<file path="src/rtl/lsu_ctrl.sv">
// Load/store unit controller between the EX stage, the WB stage and a fixed-latency data memory.
// Latency: accept to resp_valid is 1 cycle (error), 2 cycles (store) or RD_LAT+1 cycles (load).
// Backpressure: one request in flight; req_ready only in IDLE; the response is held until resp_ready.
module lsu_ctrl #(
  parameter int DM_ADDRESS = 9,
  parameter int DATA_W     = 32,
  parameter int RD_LAT     = 1
) (
  input  logic                  clk,
  input  logic                  reset,
  input  logic                  req_valid,
  output logic                  req_ready,
  input  logic                  req_we,
  input  logic [2:0]            req_funct3,
  input  logic [31:0]           req_addr,
  input  logic [DATA_W-1:0]     req_wdata,
  input  logic [4:0]            req_rd,
  output logic                  resp_valid,
  input  logic                  resp_ready,
  output logic [DATA_W-1:0]     resp_rdata,
  output logic [4:0]            resp_rd,
  output logic                  resp_err,
  output logic                  dm_MemRead,
  output logic                  dm_MemWrite,
  output logic [DM_ADDRESS-1:0] dm_a,
  output logic [DATA_W-1:0]     dm_wd,
  output logic [2:0]            dm_funct3,
  input  logic [DATA_W-1:0]     dm_rd
);

  typedef enum logic [1:0] {S_IDLE, S_ISSUE, S_WAIT, S_RESP} state_t;

  // WAIT lasts RD_LAT-1 cycles, so the counter starts at RD_LAT-2 and ends at zero
  localparam logic [2:0] CNT_INIT = (RD_LAT > 1) ? 3'(RD_LAT - 2) : 3'd0;

  state_t                  state, state_nxt;
  logic [2:0]              cnt;
  logic                    we_q;
  logic [2:0]              f3_q;
  logic [DM_ADDRESS-1:0]   addr_q;
  logic [DATA_W-1:0]       wdata_q;
  logic [4:0]              rd_q;
  logic                    err_q;
  logic [DATA_W-1:0]       rdata_q;

  logic                    accept;
  logic                    req_err;
  logic                    capture;
  logic [DATA_W-1:0]       byte_sh;
  logic [DATA_W-1:0]       half_sh;
  logic [DATA_W-1:0]       load_data;

  // address bits above the data-memory window are deliberately ignored
  logic unused_addr_hi;
  assign unused_addr_hi = ^req_addr[31:DM_ADDRESS];

  assign accept  = req_valid && req_ready;
  // dm_rd is sampled on the edge that ends the RD_LAT-th strobe cycle
  assign capture = ((state == S_ISSUE) && !we_q && (RD_LAT == 1)) ||
                   ((state == S_WAIT) && (cnt == 3'd0));

  // illegal encodings and misaligned half/word accesses, decided from the raw request
  always_comb begin
    req_err = 1'b0;
    case (req_funct3)
      3'b011, 3'b110, 3'b111: req_err = 1'b1;
      3'b001, 3'b101:         req_err = req_addr[0];
      3'b010:                 req_err = (req_addr[1:0] != 2'b00);
      default:                req_err = 1'b0;
    endcase
  end

  // lane select and sign/zero extension of the returned word
  always_comb begin
    byte_sh   = dm_rd >> {addr_q[1:0], 3'b000};
    half_sh   = dm_rd >> {addr_q[1], 4'b0000};
    load_data = dm_rd;
    case (f3_q)
      3'b000:  load_data = {{(DATA_W-8){byte_sh[7]}}, byte_sh[7:0]};
      3'b100:  load_data = {{(DATA_W-8){1'b0}}, byte_sh[7:0]};
      3'b001:  load_data = {{(DATA_W-16){half_sh[15]}}, half_sh[15:0]};
      3'b101:  load_data = {{(DATA_W-16){1'b0}}, half_sh[15:0]};
      default: load_data = dm_rd;
    endcase
  end

  // state register
  always_ff @(posedge clk or negedge reset) begin
    if (!reset) state <= S_IDLE;
    else        state <= state_nxt;
  end

  // next-state logic
  always_comb begin
    state_nxt = state;
    case (state)
      S_IDLE:  if (accept) state_nxt = req_err ? S_RESP : S_ISSUE;
      S_ISSUE: state_nxt = (we_q || (RD_LAT == 1)) ? S_RESP : S_WAIT;
      S_WAIT:  if (cnt == 3'd0) state_nxt = S_RESP;
      S_RESP:  if (resp_ready) state_nxt = S_IDLE;
      default: state_nxt = S_IDLE;
    endcase
  end

  // latched request, wait counter and response data
  always_ff @(posedge clk or negedge reset) begin
    if (!reset) begin
      cnt     <= 3'd0;
      we_q    <= 1'b0;
      f3_q    <= 3'd0;
      addr_q  <= '0;
      wdata_q <= '0;
      rd_q    <= 5'd0;
      err_q   <= 1'b0;
      rdata_q <= '0;
    end else begin
      if (accept) begin
        we_q    <= req_we;
        f3_q    <= req_funct3;
        addr_q  <= req_addr[DM_ADDRESS-1:0];
        wdata_q <= req_wdata;
        rd_q    <= req_rd;
        err_q   <= req_err;
        rdata_q <= '0;
      end
      if (state == S_ISSUE)
        cnt <= CNT_INIT;
      else if ((state == S_WAIT) && (cnt != 3'd0))
        cnt <= cnt - 3'd1;
      if (capture)
        rdata_q <= load_data;
    end
  end

  // outputs: memory strobes only in ISSUE/WAIT, response only in RESP
  always_comb begin
    req_ready   = (state == S_IDLE) && reset;
    resp_valid  = 1'b0;
    resp_rdata  = '0;
    resp_rd     = 5'd0;
    resp_err    = 1'b0;
    dm_MemRead  = 1'b0;
    dm_MemWrite = 1'b0;
    dm_a        = '0;
    dm_wd       = '0;
    dm_funct3   = 3'd0;
    case (state)
      S_ISSUE: begin
        if (we_q) begin
          dm_MemWrite = 1'b1;
          dm_a        = addr_q;
          dm_wd       = wdata_q;
          dm_funct3   = f3_q;
        end else begin
          dm_MemRead  = 1'b1;
          dm_a        = {addr_q[DM_ADDRESS-1:2], 2'b00};
          dm_funct3   = 3'b010;
        end
      end
      S_WAIT: begin
        dm_MemRead = 1'b1;
        dm_a       = {addr_q[DM_ADDRESS-1:2], 2'b00};
        dm_funct3  = 3'b010;
      end
      S_RESP: begin
        resp_valid = 1'b1;
        resp_rdata = rdata_q;
        resp_rd    = we_q ? 5'd0 : rd_q;
        resp_err   = err_q;
      end
      default: ;
    endcase
  end

endmodule

</file>
<file path="config.mk">
export PLATFORM = sky130hd
export DESIGN_NAME = lsu_ctrl
export DESIGN_NICKNAME = d
export VERILOG_FILES = /design/src/rtl/lsu_ctrl.sv
export SDC_FILE = /design/constraint.sdc
export NUM_CORES = 1
export LEC_CHECK = 0
export BUFFER_PORTS_ARGS = -buffer_cell sky130_fd_sc_hd__clkbuf_2
export CAP_MARGIN = 5
export CORE_MARGIN = 4
export CORE_UTILIZATION = 25
export DETAILED_ROUTE_END_ITERATION = 12
export GPL_ROUTABILITY_DRIVEN = 0
export GPL_TIMING_DRIVEN = 0
export PLACE_DENSITY = 0.48
export SLEW_MARGIN = 30
export SYNTH_ARGS = -nofsm -noshare
export SYNTH_HDL_FRONTEND = slang
export SYNTH_SLANG_ARGS = --single-unit
</file>
<file path="constraint.sdc">
create_clock -name clk -period 1.77 [get_ports clk]
set_input_delay 0.354 -clock clk [delete_from_list [all_inputs] [get_ports clk]]
set_output_delay 0.354 -clock clk [all_outputs]
set_load 0.01 [all_outputs]
</file>
# Yosys cells after proc, flatten, opt, wreduce, memory -nomap -nowiden
# Index checks and enable logic that the tools add are counted.
# word_totals
regBits,88
word_cells,70
output_inout_bits,86
in_bits,109
# op_classes
mux,26
reduce_logical,17
n_eq_ne,15
add_sub_neg,1
n_shift,2
# op_table
cell,n
2-to-1 mux 32 bit,5
one-hot mux 32 bit (4 select lines),1
>> shifter 32 x 5 -> 16 bit,1
>> shifter 32 x 5 -> 8 bit,1
one-hot mux 9 bit (2 select lines),1
"equality test 3 bit, second input constant",5
2-to-1 mux 2 bit,5
2-to-1 mux 5 bit,2
2-to-1 mux 3 bit,3
one-hot mux 2 bit (4 select lines),1
"equality test 3 x 1 -> 1 bit, second input constant",2
"equality test 3 x 2 -> 1 bit, second input constant",2
logical NOT 3 bit,2
"!= test 2 bit, second input constant",3
one-hot mux 3 bit (2 select lines),1
nonzero test 2 bit,3
logical AND 1 bit,5
2-to-1 mux 1 bit,5
"equality test 2 bit, second input constant",2
one-hot mux 1 bit (3 select lines),1
AND reduction 3 bit,1
nonzero test 3 bit,1
OR reduction 3 bit,1
"subtractor 3 x 1 -> 3 bit, second input constant",1
other kinds (6),6

# Longest topological paths before layout
# Gate-level depths: netlist of run 1.
# depth
depth_word,6
depth_mapped,8
depth_no_buf,6

# Least setup slack after synthesis of run 1
# No wires, ideal clock.
# synth_path
path_type,register to register
startpoint,register state[0]
endpoint,register rdata_q[16]
path_stages_with_launch,9
period_less_slack_ns,1.904
path_buffers,3
path_slack_ns,-0.134
setup_time_ns,0.126
required_ns,1.644
arrival_ns,1.778
path_cell_list,dfrtp_1 inv_1 ha_1 clkbuf_1 a21oi_4 nor2b_1 clkbuf_2 buf_2 a221o_2
# synth_via
elab_chain_cells,4
word_cells_on_any_way,10
cone_classes,eq/ne (2); mux (1); reduce/logical (7)
# synth_lines
element,line,rtl
"start, declared",36,"state_t state, state_nxt;"
"start signal, assigned",90,else state <= state_nxt;
"equality test 2 x 1 -> 1 bit, or another cell as far along",59,assign capture = ((state == S_ISSUE) && !we_q && (RD_LAT == 1)) ||
logical AND 1 bit (on tied branches),"59, 137, 60",
logical OR 1 bit or logical AND 1 bit (tied branches),"59, 57",
2-to-1 mux 32 bit or nonzero test 2 bit (tied branches),--,
"end signal, assigned",131,rdata_q <= load_data;
"end, declared",44,logic [DATA_W-1:0] rdata_q;
# Several ways; a longest one is shown, not always the timed one.
# A chain may end at the register's enable or synchronous reset.

# Worst setup path after layout of run 1
# layout_path
startpoint,register state[1]
endpoint,output port dm_a[7]
# layout_via
elab_chain_cells,2
word_cells_on_any_way,3
cone_classes,eq/ne (2); mux (1)
# layout_lines
element,line,rtl
equality test 2 bit or equality test 2 x 1 -> 1 bit (tied branches),147,case (state)
one-hot mux 9 bit (2 select lines) *,147,
"end, declared",25,"output logic [DM_ADDRESS-1:0] dm_a,"
# Mark *: on every way between the ends. The rest lies on a longest branch, timed or not.

==> results of run 1 <==
==> Yosys cell counts, drive strengths merged (2+ instances only) <==
cell type / n / area [um^2]
mux2: 53 / 604.3
mux2i: 8 / 80.08
nand3: 4 / 20.02
and3: 37 / 231.5
ha: 7 / 87.58
o21ai: 11 / 55.05
nand2b: 6 / 37.54
nor2b: 6 / 40.04
nor2: 15 / 56.30
buf: 14 / 83.83
a22o: 7 / 61.31
o21a: 2 / 15.01
dfrtp: 88 / 2202
o31ai: 7 / 52.55
a21o: 6 / 45.04
and2: 48 / 300.3
inv: 7 / 26.28
a21oi: 15 / 86.34
clkbuf: 18 / 68.81
a221o: 16 / 172.7
nor3b: 2 / 15.01
a22oi: 2 / 28.78
nand2: 15 / 56.30
==> flip-flops by register name (all words and copies together), names as in the netlist <==
signal   flops
err_q        1
rd_q         5
state        2
addr_q       9
we_q         1
f3_q         3
rdata_q     32
wdata_q     32
cnt          3
==> worst paths after layout <==
path                               endpoint  slack (ns)
worst max-delay path                dm_a[7]       -0.25
worst min-delay path             wdata_q[7]        0.04
worst max register to register  rdata_q[27]       -0.13
worst min register to register   rdata_q[1]        0.48
max in group asynchronous          state[1]        1.45
min in group clk                wdata_q[17]        0.24
==> critical path, cell delays in order, from the launching register on <==
cell	delay [ns]
dfrtp_2	0.42
inv_4	0.06
ha_4	0.17
clkbuf_16	0.16
o21a_4	0.25
and2_4	0.15
buf_6	0.11
==> power breakdown <==
part           switching [mW]  leakage [nW]  internal, mW
Sequential              0.623          1.08          2.98
Combinational            3.57          2.28          4.34
Clock                   0.830         0.138          1.04
==> logic make-up (layout without fill, tap and decap cells) <==
logic type                 count (synthesis)  count (layout)  synth area share [%]
and+or+nand+nor                          136             136                 16.99
DFF                                       88              88                 48.09
AOI/OAI and AO/OA                         77              77                 13.77
muxes                                     61              61                 14.95
buffers and inverters                     39             256                 3.907
adders and majority gates                  7               7                 1.912
xor gates and xnor gates                   2               2                0.3826
==> layout make-up <==
cell class | count | share of cell area [%]
multi-input combinational | 283 | 35.91
sequential | 88 | 30.86
timing repair buffer | 205 | 20.45
buffer | 28 | 4.254
tap | 229 | 4.009
clock buffer | 11 | 3.536
clock inverter | 5 | 0.5777
inverter | 7 | 0.4027
==> metal layers <==
metal	vias up	track usage, %	wire length [um]
met2	148	22.60	7091
met1	1961	19.23	6873
li1	1893	-	-
met3	9	5.424	1468
met5	-	0	0
met4	0	3.320	157
==> metrics by stage <==
step	area (um^2)	power, mW	setup TNS (ns)	setup slack [ns]
finish	7147	13.38	-15.35	-0.2517
global route	7147	14.25	-23.56	-0.3095
CTS	6579	12.10	-18.80	-0.2659
detailed placement	5783	8.836	-51.21	-0.4875
global placement	5747	8.715	-260.52	-2.030
floorplan	4604	6.970	-0.1202	-0.01202
==> timing repair <==
action | CTS | global route
gates resized for setup | 82 | 168
endpoints found under the setup margin | 172 | 123
pin swaps | 7 | 23
endpoints found under the hold margin | 37 | 0
hold buffers | 1 | 0
cloned | 3 | 4
setup buffers | 19 | 9
==> results.toml, run 1 <==
[sta]
finalSetupViolCount = 112
worst_slew_pin_slew_ns = 0.4909
period_share_pct = 114.2
hold_ws_ns = 0.03980
rsz0062_at_grt = "true"
skew_ns = 0.006533
drv_slew = 0
max_slew_margin_pct = 67.28
layout_setup_ws_ns = -0.2517
period_minus_slack_ns = 2.022
finalHoldViolations = 0
fmax_mhz = 494.6

[worst_setup_path]
startpoint = "state[1]"
r2r_cells = 8
start_kind = "flip-flop"
critPathMaxFanout = 8
required_ns = 1.42
end_kind = "primary output"
critPathKind = "reg2out"
worstPathArrival_ns = 1.67
r2r-start = "state[1]"

[synth]
synth_seq_area_share_pct = 48.09
ys_ff_latch = 88
synthesis.nets = 526
yosys_warnings = 0
syn_area_mm2 = 0.004579
postSynthAreaPerCell_um2 = 11.17
async_flop_share_pct = 100.0
synth_cell_types = 48
synthCells = 410
synth_edf_count = 0
ys.flop_type = "dfrtp_1"

[floorplanning]
start_util_pct = 25.49
row_count = 49
die-area_mm2 = 0.02055
die_w_um = 143.3
die_h_um = 143.3
ioPinCount = 195
core_mm2 = 0.01796

[global_route]
track_usage_pct = 14.47
grt_max_degree = 52
first_global_vias = 4238
overflow = 0
antenna_found_initial = 0
grt_pass1_wl_mm = 23.23

[routing]
wirelength_mm = 15.59
dr_total_vias = 4011
firstDrtPassIters = 6
drc = 0
via_per_inst = 4.686
routedWlPerCell_um = 18.21
dr.first_iter.drc_count = 200
ant_nets = 0

[cells_and_area]
final_cell_count_no_fill = 856
fin_util_pct = 39.79
fillerInstances = 1790
layout_commonest_cell = "clkbuf_2"
final_nets = 738
antenna_cells = 0
drive_gt1_share_pct = 60.93
final_cell_mix = "118 x clkbuf_2, 85 x dfrtp_1, 51 x mux2_2"
multiInputGateArea_mm2 = 0.002566
syn_to_final_growth_pct = 56.07
seq_area_mm2 = 0.002206

[cts]
clk_latency_ns = 0.34
clockBufferDepth = 2
cts_tree = "built"
h-tree-depth = 3
cts_buffers = 9
clock_tree.root_cell = "clkbuf_16"
cts_sinks = 88
clk_pin_slew_ns = 0.07

[power]
p_leak_nw = 3.506
ir_drop_mv = 0.7314
power_density_mw_per_mm2 = 1872

[placed_design]
placedCellCount = 811
dpl.hpwl_mm = 10.98
port_buffers = 171

[status]
status = "finished with violations"
violations = "setup timing"

[worst_hold_path]
hold_path.class = "in2async"

[flow_run]
drv_cap = 0
(Power assumes the default switching activity.)
==> inputs of run 2 (changes only) <==
--- a/config.mk
+++ b/config.mk
@@ -9,9 +9,9 @@
 export CAP_MARGIN = 5
 export CORE_MARGIN = 4
-export CORE_UTILIZATION = 25
+export CORE_UTILIZATION = 30
 export DETAILED_ROUTE_END_ITERATION = 12
 export GPL_ROUTABILITY_DRIVEN = 0
 export GPL_TIMING_DRIVEN = 0
-export PLACE_DENSITY = 0.48
+export PLACE_DENSITY = 0.56
 export SLEW_MARGIN = 30
 export SYNTH_ARGS = -nofsm -noshare
==> constraint.sdc (replaced) <==
create_clock -name clk -period 1.77 [get_ports clk]
set_input_delay 0.0885 -clock clk [delete_from_list [all_inputs] [get_ports clk]]
set_output_delay 0.0885 -clock clk [all_outputs]
set_load 0.01 [all_outputs]
==> results.toml, run 2 (same netlist as run 1, synthesis figures left out) <==
[placed_design]
port_buffers = 171
dpl_cell_area_mm2 = 0.005727
dpl.hpwl_mm = 10.33
placedCellCount = 766

[cts]
clk_pin_slew_ns = 0.06
cts_tree = "built"
clockBufferDepth = 2
cts_sinks = 88
h-tree-depth = 3
clk_latency_ns = 0.35
cts_buffers = 9
clock_tree.root_cell = "clkbuf_16"

[cells_and_area]
syn_to_final_growth_pct = 50.63
antenna_cells = 0
multiInputGateArea_mm2 = 0.002330
final_nets = 772
seq_area_mm2 = 0.002206
drive_gt1_share_pct = 48.79
fin_area_mm2 = 0.006898
final_cell_mix = "168 x clkbuf_2, 85 x dfrtp_1, 51 x mux2_2"
top_regs = "rdata_q: 32 flops, wdata_q: 32 flops, addr_q: 9 flops"
layout_commonest_cell = "clkbuf_2"
fillerInstances = 1370
final_cell_count_no_fill = 844

[sta]
finalHoldViolations = 0
skew_ns = 0.007849
finalSetupViolCount = 11
rsz0062_at_grt = "true"
period_share_pct = 101.4
max_slew_margin_pct = 61.73
worst_slew_pin_slew_ns = 0.5740
drv_slew = 0
fmax_mhz = 556.9
period_minus_slack_ns = 1.796
layout_setup_ws_ns = -0.02556

[power]
p_leak_nw = 3.492
ir_drop_mv = 0.6820
power_density_mw_per_mm2 = 1696

[floorplanning]
die-area_mm2 = 0.01731
row_count = 44
core_mm2 = 0.01475
die_w_um = 131.6
die_h_um = 131.6
start_util_pct = 31.04
ioPinCount = 195

[flow_run]
drv_cap = 0

[worst_setup_path]
crit_path_end = "rdata_q[17]"
critPathKind = "reg2reg"
rr_endpoint = "rdata_q[17]"
end_kind = "flip-flop"
critPathMaxFanout = 10
worstPathArrival_ns = 2.02
r2r-start = "state[1]"
start_kind = "flip-flop"
startpoint = "state[1]"
rrSetupSlack_ns = -0.03
r2r_cells = 7
required_ns = 2.00

[global_route]
grt_pass1_wl_mm = 23.19
use_met1_pct = 21.60
gr-usage-met3_pct = 5.428
grt_max_degree = 48
overflow = 0
gr-usage-met2_pct = 26.16
first_global_vias = 4371
busiest_layer = "met2"
track_usage_pct = 16.51
antenna_found_initial = 0

[status]
violations = "setup timing"
status = "finished with violations"

[worst_hold_path]
hold_path.class = "in2reg"
hold_depth = 2

[routing]
ant_nets = 0
wirelength_mm = 14.28
routedWlPerCell_um = 16.92
firstDrtPassIters = 4
drc = 0
dr_total_vias = 4140
dr.first_iter.drc_count = 172
via_per_inst = 4.905
-- run 2: cell count changes in the layout (fill, tap and decap cells not counted), moves of 8 or more --
cell / delta
and2_1: +13
and3_4: -14
buf_6: -45
and2_4: -13
and3_1: +14
dlygate4sd3_1: +50
buf_2: -22
buf_4: +8
clkbuf_2: +50
-- run 2: worst min-delay path by stage --
stage                     slack (ns)           from     endpoint
after floorplan                -0.21          reset    addr_q[0]
after global placement          0.32  req_wdata[22]  wdata_q[22]
after detailed placement        0.06          reset      rd_q[2]
after CTS                      0.003      dm_rd[16]  rdata_q[16]
after global routing           0.003      dm_rd[30]  rdata_q[30]
final                           0.01      dm_rd[21]  rdata_q[21]
-- run 2: final cells by class --
class	count	share of cell area, %
Buffer	27	3.120
Clock buffer	9	3.265
Clock inverter	6	1.324
Inverter	7	0.4172
Multi-Input combinational cell	283	33.77
Sequential cell	88	31.98
Tap cell	184	3.338
Timing Repair Buffer	240	22.78
-- run 2: routing by layer --
layer	routed length [um]	up-vias
li1	-	1963
met1	6304	2014
met2	6624	144
met3	1133	19
met4	221	0
met5	0	-
-- run 2: metrics by stage --
step / hold slack [ns] / TNS (ns) / util, % / power, mW / worst slack (ns)
final: 0.01236 / -0.2103 / 46.75 / 11.70 / -0.02556
after global routing: 0.002588 / -2.378 / 46.75 / 12.56 / -0.1086
after CTS: 0.002846 / -4.776 / 45.67 / 11.41 / -0.1146
after detailed placement: 0.05692 / -28.22 / 38.81 / 8.779 / -0.3659
after global placement: 0.3219 / -180.53 / 38.57 / 8.613 / -1.701
after floorplan: -0.2071 / -0.1202 / - / 6.970 / -0.01202
-- run 2: report_power, final --
group,switching (mW),total [mW],leakage (nW),internal (mW)
Sequential,0.544,3.52,1.08,2.98
Combinational,2.97,6.08,2.25,3.11
Clock,0.849,2.09,0.157,1.24
Total,4.37,11.7,3.49,7.33
-- run 2: repair_timing --
| action | in CTS | in global routing |
|---|---|---|
| resized for setup | 33 | 48 |
| endpoints found under the hold margin | 91 | 0 |
| hold buffers | 51 | 0 |
| endpoints found under the setup margin | 159 | 162 |
| setup buffers | 9 | 8 |
| pin swaps | 3 | 5 |
-- run 2: worst max-delay path, cell delays in order (launching register included) --
cell	delay, ns
dfrtp_2	0.44
buf_4	0.15
ha_4	0.18
a21oi_4	0.25
buf_12	0.14
a2111oi_4	0.04
buf_6	0.17
a221o_2	0.29
